**src/rtl/layered_renderer.sv**
```systemverilog
// Layered pixel renderer: composites double-buffered rectangle objects over a
// brick bitmap and reports the first ball-to-brick overlap of each frame.
module layered_renderer #(
    parameter int unsigned NUM_OBJ     = 4,
    parameter int unsigned SEL_W       = 2,
    parameter int unsigned ROWS        = 8,
    parameter int unsigned COLS        = 16,
    parameter int unsigned BRICK_X0    = 64,
    parameter int unsigned BRICK_Y0    = 96,
    parameter int unsigned BW_LOG2     = 5,
    parameter int unsigned BH_LOG2     = 3,
    parameter int unsigned ACTIVE_W    = 800,
    parameter int unsigned ACTIVE_H    = 600,
    parameter logic [7:0]  BRICK_COLOR = 8'hE0,
    parameter logic [7:0]  BG_COLOR    = 8'h00
) (
    input  logic                     CLK,
    input  logic                     RESET,
    input  logic [9:0]               X_PIXEL,
    input  logic [9:0]               Y_PIXEL,
    input  logic                     OBJ_WE,
    input  logic [SEL_W-1:0]         OBJ_SEL,
    input  logic [9:0]               OBJ_X,
    input  logic [9:0]               OBJ_Y,
    input  logic [9:0]               OBJ_W,
    input  logic [9:0]               OBJ_H,
    input  logic [7:0]               OBJ_COLOR,
    input  logic                     OBJ_EN,
    input  logic                     BRICK_CLR,
    input  logic [$clog2(ROWS)-1:0]  BRICK_ROW,
    input  logic [$clog2(COLS)-1:0]  BRICK_COL,
    input  logic                     BRICK_RESTORE,
    output logic [7:0]               COLOR_OUT,
    output logic                     FRAME_DONE,
    output logic                     HIT_VALID,
    output logic [$clog2(ROWS)-1:0]  HIT_ROW,
    output logic [$clog2(COLS)-1:0]  HIT_COL
);

    localparam int unsigned RW  = $clog2(ROWS);
    localparam int unsigned CW  = $clog2(COLS);
    localparam int unsigned CFW = 10 - BW_LOG2;
    localparam int unsigned RFW = 10 - BH_LOG2;

    typedef struct packed {
        logic       en;
        logic [7:0] color;
        logic [9:0] h;
        logic [9:0] w;
        logic [9:0] y;
        logic [9:0] x;
    } obj_t;

    obj_t                       shadow_q [NUM_OBJ];
    obj_t                       active_q [NUM_OBJ];
    obj_t                       obj_wr_c;
    logic [ROWS-1:0][COLS-1:0]  bitmap_q;

    logic                       commit_c;
    logic [NUM_OBJ-1:0]         hit_vec_c;
    logic [9:0]                 dx_c;
    logic [9:0]                 dy_c;
    logic [CFW-1:0]             col_full_c;
    logic [RFW-1:0]             row_full_c;
    logic [RW-1:0]              row_c;
    logic [CW-1:0]              col_c;
    logic                       brick_c;
    logic                       vis_c;

    logic [NUM_OBJ-1:0]         hit_vec_q;
    logic                       brick_q;
    logic                       vis_q;
    logic [RW-1:0]              row_q;
    logic [CW-1:0]              col_q;

    logic [7:0]                 color_c;
    logic                       ball_hit_c;
    logic                       pend_q;
    logic [RW-1:0]              pend_row_q;
    logic [CW-1:0]              pend_col_q;

    // Frame boundary: the pixel just past the last visible line
    assign commit_c = (X_PIXEL == 10'd0) && (Y_PIXEL == 10'(ACTIVE_H));

    // Assemble the write payload from the object ports
    always_comb begin
        obj_wr_c       = '0;
        obj_wr_c.en    = OBJ_EN;
        obj_wr_c.color = OBJ_COLOR;
        obj_wr_c.h     = OBJ_H;
        obj_wr_c.w     = OBJ_W;
        obj_wr_c.y     = OBJ_Y;
        obj_wr_c.x     = OBJ_X;
    end

    // Shadow writes and atomic shadow-to-active copy at the commit edge
    always_ff @(posedge CLK or posedge RESET) begin
        if (RESET) begin
            for (int unsigned i = 0; i < NUM_OBJ; i++) begin
                shadow_q[i] <= '0;
                active_q[i] <= '0;
            end
        end else begin
            for (int unsigned i = 0; i < NUM_OBJ; i++) begin
                if (OBJ_WE && (32'(OBJ_SEL) == i)) shadow_q[i] <= obj_wr_c;
                if (commit_c)                      active_q[i] <= shadow_q[i];
            end
        end
    end

    // Brick bitmap: restore beats clear
    always_ff @(posedge CLK or posedge RESET) begin
        if (RESET) begin
            bitmap_q <= '1;
        end else if (BRICK_RESTORE) begin
            bitmap_q <= '1;
        end else if (BRICK_CLR) begin
            bitmap_q[BRICK_ROW][BRICK_COL] <= 1'b0;
        end
    end

    // Per-slot rectangle test; upper bounds use 11-bit sums to avoid wrap
    always_comb begin
        hit_vec_c = '0;
        for (int unsigned i = 0; i < NUM_OBJ; i++) begin
            hit_vec_c[i] = active_q[i].en
                && (X_PIXEL >= active_q[i].x)
                && ({1'b0, X_PIXEL} < ({1'b0, active_q[i].x} + {1'b0, active_q[i].w}))
                && (Y_PIXEL >= active_q[i].y)
                && ({1'b0, Y_PIXEL} < ({1'b0, active_q[i].y} + {1'b0, active_q[i].h}));
        end
    end

    // Brick cell lookup and visibility for the sampled pixel
    always_comb begin
        dx_c       = X_PIXEL - 10'(BRICK_X0);
        dy_c       = Y_PIXEL - 10'(BRICK_Y0);
        col_full_c = dx_c[9:BW_LOG2];
        row_full_c = dy_c[9:BH_LOG2];
        col_c      = CW'(col_full_c);
        row_c      = RW'(row_full_c);
        brick_c    = (X_PIXEL >= 10'(BRICK_X0)) && (Y_PIXEL >= 10'(BRICK_Y0))
                     && (32'(col_full_c) < COLS) && (32'(row_full_c) < ROWS)
                     && bitmap_q[row_c][col_c];
        vis_c      = (X_PIXEL < 10'(ACTIVE_W)) && (Y_PIXEL < 10'(ACTIVE_H));
    end

    // Stage 1: register hit vector, brick flag and cell indices
    always_ff @(posedge CLK or posedge RESET) begin
        if (RESET) begin
            hit_vec_q <= '0;
            brick_q   <= 1'b0;
            vis_q     <= 1'b0;
            row_q     <= '0;
            col_q     <= '0;
        end else begin
            hit_vec_q <= hit_vec_c;
            brick_q   <= brick_c;
            vis_q     <= vis_c;
            row_q     <= row_c;
            col_q     <= col_c;
        end
    end

    // Priority compositor: lowest-index hitting slot, then brick, then background
    always_comb begin
        color_c = brick_q ? BRICK_COLOR : BG_COLOR;
        for (int i = NUM_OBJ - 1; i >= 0; i--) begin
            if (hit_vec_q[i]) color_c = active_q[i].color;
        end
    end

    // Stage 2: register the output colour, blank outside the visible area
    always_ff @(posedge CLK or posedge RESET) begin
        if (RESET) begin
            COLOR_OUT <= 8'h00;
        end else begin
            COLOR_OUT <= vis_q ? color_c : 8'h00;
        end
    end

    assign ball_hit_c = vis_q && hit_vec_q[0] && brick_q;

    // First ball-to-brick hit per frame, published at the frame boundary
    always_ff @(posedge CLK or posedge RESET) begin
        if (RESET) begin
            FRAME_DONE <= 1'b0;
            HIT_VALID  <= 1'b0;
            HIT_ROW    <= '0;
            HIT_COL    <= '0;
            pend_q     <= 1'b0;
            pend_row_q <= '0;
            pend_col_q <= '0;
        end else begin
            FRAME_DONE <= commit_c;
            HIT_VALID  <= 1'b0;
            if (commit_c) begin
                HIT_VALID <= pend_q;
                if (pend_q) begin
                    HIT_ROW <= pend_row_q;
                    HIT_COL <= pend_col_q;
                end
                pend_q <= 1'b0;
            end else if (ball_hit_c && !pend_q) begin
                pend_q     <= 1'b1;
                pend_row_q <= row_q;
                pend_col_q <= col_q;
            end
        end
    end

endmodule

```
**config.mk**
```make
export PLATFORM = sky130hd
export DESIGN_NAME = layered_renderer
export DESIGN_NICKNAME = d
export VERILOG_FILES = /design/src/rtl/layered_renderer.sv
export SDC_FILE = /design/constraint.sdc
export NUM_CORES = 1
export LEC_CHECK = 0
export BUFFER_PORTS_ARGS = -buffer_cell sky130_fd_sc_hd__buf_2
export CORE_UTILIZATION = 68
export CTS_CLUSTER_SIZE = 10
export DETAILED_ROUTE_END_ITERATION = 6
export PLACE_DENSITY = 0.86
export RECOVER_POWER = 25
export SKIP_CTS_REPAIR_TIMING = 1
export SLEW_MARGIN = 10
export SYNTH_ARGS = -nofsm -noshare
export SYNTH_HDL_FRONTEND = slang
export SYNTH_SLANG_ARGS = --single-unit
```
**constraint.sdc**
```tcl
create_clock -name CLK -period 25.5 [get_ports CLK]
set_input_delay 1.275 -clock CLK [delete_from_list [all_inputs] [get_ports CLK]]
set_output_delay 1.275 -clock CLK [all_outputs]
set_load 0.02 [all_outputs]
```
# Word-level counts from Yosys, hierarchy flattened
# Cells that the tools add are included.
# totals
out_inout_bits	17
ff_bits	558
word_cells	171
# op_classes
eq_ne	4
n_reduce_logical	38
add_sub_neg	10
n_bitwise	3
muxes	19
order_cmp	28
# ops
operator	n
$mux 128	2
$and 128x128->128	1
$not 128->128	1
$add 10x10->11	8
$lt 10x11->1	8
$ge 10x10->1	8
$bmux 16 s3	1
$demux 16 s3	1
$mux 8	6
$mux 16	2
$logic_and 1x1->1	31
$ge 10x7->1 const B	2
$lt 10x10->1 const B	2
$sub 10x7->10 const B	2
$eq 10x10->1 const B	1
$logic_not 10->1	1
$lt 4x5->1 const B	2
$lt 3x4->1 const B	2
$lt 7x4->1 const B	1
$lt 5x5->1 const B	1
$mux 1	5
$bmux 1 s4	1
$demux 1 s4	1
$eq 2x2->1 const B	2
8 further kinds	10

# Logic depth before layout (Yosys ltp)
# depth
ltp_word	10
depth_mapped	16
depth_no_buf	16

# Worst setup path before layout
# No wires, ideal clock.
# synth_path
path_kind	reg2reg
from	register active_q[11] (netlist name)
to	register hit_vec_q[3]
path_stages_with_launch	13
path_slack_ns	22.189
t_required_ns	25.399
arrival_ns	3.210
path_cell_list	dfrtp_1 -> ha_1 -> a21o_1 -> a21oi_1 -> o21bai_1 -> a2111oi_0 -> o31ai_1 -> a21oi_1 -> xnor2_1 -> ha_1 -> or4_1 -> o311a_1 -> nor4_1
# synth_via
elab_chain_cells	3
# synth_rtl
element	line	source
start: declaration	55	obj_t active_q [NUM_OBJ];
start signal: indexed assignment	106	if (commit_c) active_q[i] <= shadow_q[i];
$add 10x10->11 or $ge 10x10->1 (tied branches)	130, 129	
$lt 10x11->1 or $logic_and 1x1->1 (tied branches)	130, 129	
$logic_and 1x1->1 (*)	130	&& ({1'b0, Y_PIXEL} < ({1'b0, active_q[i].y} + {1'b0, active_q[i].h}));
net hit_vec_c[3]	60	logic [NUM_OBJ-1:0] hit_vec_c;
end signal: assignment	157	hit_vec_q <= hit_vec_c;
end: declaration	70	logic [NUM_OBJ-1:0] hit_vec_q;
# Mark *: on every way through the listed nets, which the timed path passes. The rest lies on a longest branch.
# A chain may end at the register's enable or synchronous reset.

# Worst setup path in the final report
# layout_path
from	input port Y_PIXEL[4]
to	register active_q[119] (netlist name)
# layout_via
elab_chain_cells	2
# layout_rtl
element	line	source
start: declaration	20	input logic [9:0] Y_PIXEL,
$eq 10x10->1	83	assign commit_c = (X_PIXEL == 10'd0) && (Y_PIXEL == 10'(ACTIVE_H));
$logic_and 1x1->1	83	
# No other way between the ends.

==> results.json <==
{
  "drt-initial-drc-count": 1491,
  "startpoint_type": "input port",
  "max_freq_mhz": 153,
  "seqPwrFrac": 0.494,
  "die_w_um": 207,
  "portBuffers": 99,
  "powerDensity_nw_per_um2": 63.3,
  "hold_path_class": "reg2reg",
  "slowest_stage": "clkbuf_1",
  "numPlacedInstances": 2977,
  "grt_first_pass_wirelength_mm": 107,
  "critPathKind": "in2reg",
  "async_flop_share": 1.00,
  "drv_cap": 7,
  "critPathCaptureType": "register",
  "ys_ff_latch": 558,
  "hold_violations": 0,
  "via_per_inst": 6.29,
  "worst_clock_skew_ns": 0.0184,
  "crit_family": "buffers and inverters",
  "syn_to_final_growth_pct": 10.1,
  "rsz0062_at_grt": "no",
  "internal-power_mw": 1.52,
  "postSynthAreaPerCell_um2": 11.8,
  "crit_chain": "buf_2 > clkbuf_1 > inv_2 > nor2_1 > nand3_1 > nor3_4 > buf_4 > buf_4 > buf_4 > mux2_2",
  "cp.arrival_ns": 6.99,
  "grt_use_total": 0.324,
  "period_share": 0.256,
  "routedWlPerCell_um": 21.7,
  "yosys.area.top_type": "dfrtp_1",
  "synth.area.mux_share": 0.159,
  "synth_top_family_by_area": "multiplexers",
  "synth.distinct_cells": 62,
  "p_sw_frac": 0.235,
  "cts_tree": "yes",
  "synth_edf_count": 0,
  "clk-insertion-delay-late_ns": 0.59,
  "synth-compound-area-share": 0.115,
  "power_leakage_nw": 14.7,
  "grtUsageMet3": 0.0527,
  "synth_xor_area_frac": 0.0196,
  "seq_area_frac_synth": 0.495,
  "top_usage_layer": "met2",
  "drive_gt1_frac": 0.247,
  "synth_top_area_share": 0.377,
  "worst_slew_pin_slew_ns": 5.52,
  "final_common_cell": "dfrtp_1",
  "dieHeight_um": 207,
  "cts_max_level": 3,
  "dp_hpwl_mm": 43.8,
  "worstPathMaxFanout": 88,
  "relSlewSlack": -2.70,
  "combinationalPowerShare": 0.075,
  "grt_max_degree": 180,
  "dieArea_um2": 42800,
  "coreArea_um2": 41100,
  "met2_usage": 0.535,
  "worst_ep_required_time_ns": 25.97,
  "wirelength_mm": 66.9,
  "clock_sinks": 558,
  "syn_nets": 2742,
  "overflow": 0,
  "ir_worst_vdd_mv": 0.0493,
  "first_pass_iters": 7,
  "grt_pass1_vias": 20400,
  "io_pins": 100,
  "vias": 19400,
  "drv_slew": 360,
  "synthCells": 2415,
  "setup_viol_count_final": 0,
  "status": "complete, but fails checks",
  "mostFrequentLayoutCells": "dfrtp_1 (430), mux2_2 (270), nand2_1 (255)",
  "synth_area_leaders": "dfrtp_1 (38%), dfstp_2 (12%), mux2_2 (11%), ha_1 (10%), a21o_1 (4.4%)",
  "slowest_delay_ns": 1.59,
  "final_cell_count_no_fill": 3080,
  "p_clk_frac": 0.431,
  "crit_top_cell": "buf_4",
  "hold_slack_ns": 0.475,
  "synthAdderAreaFrac": 0.109,
  "drc_errors": 12,
  "syn_area_um2": 28500,
  "net-switching-power_uw": 468,
  "critPathBufInv": 6,
  "gr-usage-met1": 0.415,
  "fin_crit_ns": 6.52,
  "rows": 74,
  "cts-root-buf": "clkbuf_16",
  "ant_nets": 0,
  "initial_core_util": 0.694,
  "clk_pin_slew_ns": 0.06,
  "violations": "DRC, capacitance limit, slew limit",
  "routabilityCongestion": 0.923,
  "antenna_found_initial": 5,
  "setup_tns_ns": 0,
  "synth_simple_gate_area_share": 0.0731,
  "fin_nets": 2841,
  "yosysWarnings": 0,
  "numCtsBuffers": 66,
  "synth_ff_type": "dfrtp_1",
  "clk_path_buf_depth": 3
}
[cell usage after synthesis (17+ instances only)]
library cell,n
a21o_1,169
a21oi_1,90
buf_1,17
buf_2,24
clkbuf_1,38
dfrtp_1,430
dfstp_2,128
ha_1,236
inv_1,106
mux2_1,63
mux2_2,270
mux2i_1,21
mux4_2,26
nand2_1,255
nand2b_1,23
nand3_1,17
nor2_1,76
nor2b_1,18
nor3_1,28
o21a_1,19
o21ai_0,130
xnor2_1,26
xor2_1,38
[state kept, by name, indices dropped and copies added (netlist names), 4 cells and up]
register,flops
active_q,196
COLOR_OUT,8
shadow_q,196
HIT_COL,4
col_q,4
hit_vec_q,4
pend_col_q,4
bitmap_q,128
[through the flow]
stage,area (µm²),utilization,setup slack [ns],total power [mW]
6_report,31400,0.764,18.98,1.99
4_1_cts,31400,0.764,20.30,2.00
3_3_place_gp,29500,0.718,19.87,1.13
2_1_floorplan,28500,-,8.83,1.08
3_5_place_dp,29500,0.718,19.73,1.14
5_1_grt,31400,0.764,18.71,2.05
[area by class of cell]
class	instances	area, µm²
Clock buffer	95	1850
Tap cell	532	666
Clock inverter	4	57.6
Multi-Input combinational cell	1660	13600
Timing Repair Buffer	121	683
Fill cell	2502	9680
Antenna cell	3	7.51
Sequential cell	558	14100
Inverter	107	403
[path summary, 6_finish.rpt]
check / slack (ns) / to / cells past startpoint / from
worst min-delay path: 0.47 / active_q[57] / 2 / shadow_q[57]
max in group asynchronous: 20.39 / shadow_q[159] / 3 / RESET
worst max register to register: 21.22 / hit_vec_q[3] / 12 / active_q[11]
worst max-delay path: 18.98 / active_q[119] / 10 / Y_PIXEL[4]
min in group asynchronous: 2.40 / active_q[133] / 2 / RESET
worst min register to register: 0.47 / active_q[57] / 2 / shadow_q[57]
[worst register-to-register path, stage by stage (launching register included)]
cell,delay (ns)
dfrtp_1,0.42
ha_1,0.31
a21o_1,0.16
a21oi_1,0.26
o21bai_1,0.16
a2111oi_0,0.69
o31ai_1,0.24
a21oi_1,0.28
xnor2_1,0.11
ha_1,0.21
or4_1,0.55
o311a_1,0.38
nor4_1,0.37
[power by group through the flow]
stage	logic, mW	clock network, mW	registers, mW
2_1_floorplan	0.101	0	0.983
4_1_cts	0.148	0.868	0.980
3_5_place_dp	0.146	0	0.993
3_3_place_gp	0.138	0	0.989
5_1_grt	0.163	0.903	0.988
6_report	0.149	0.858	0.982
[kinds of logic after synthesis]
family	after synthesis
fa+ha+maj	244
flops	558
simple gates	467
compound gates	505
xor+xnor	64
mux	380
buf+inv	197
[layer usage]
metal  vias up  share of wire  wire (µm)
met3       195          0.050       3340
li1       8796              -          -
met1      9768           0.42      28000
met5         -        0.00034         23
met4         4          0.042       2810
met2       603           0.49      32800
No activity file was read; power rests on OpenSTA's default activity.
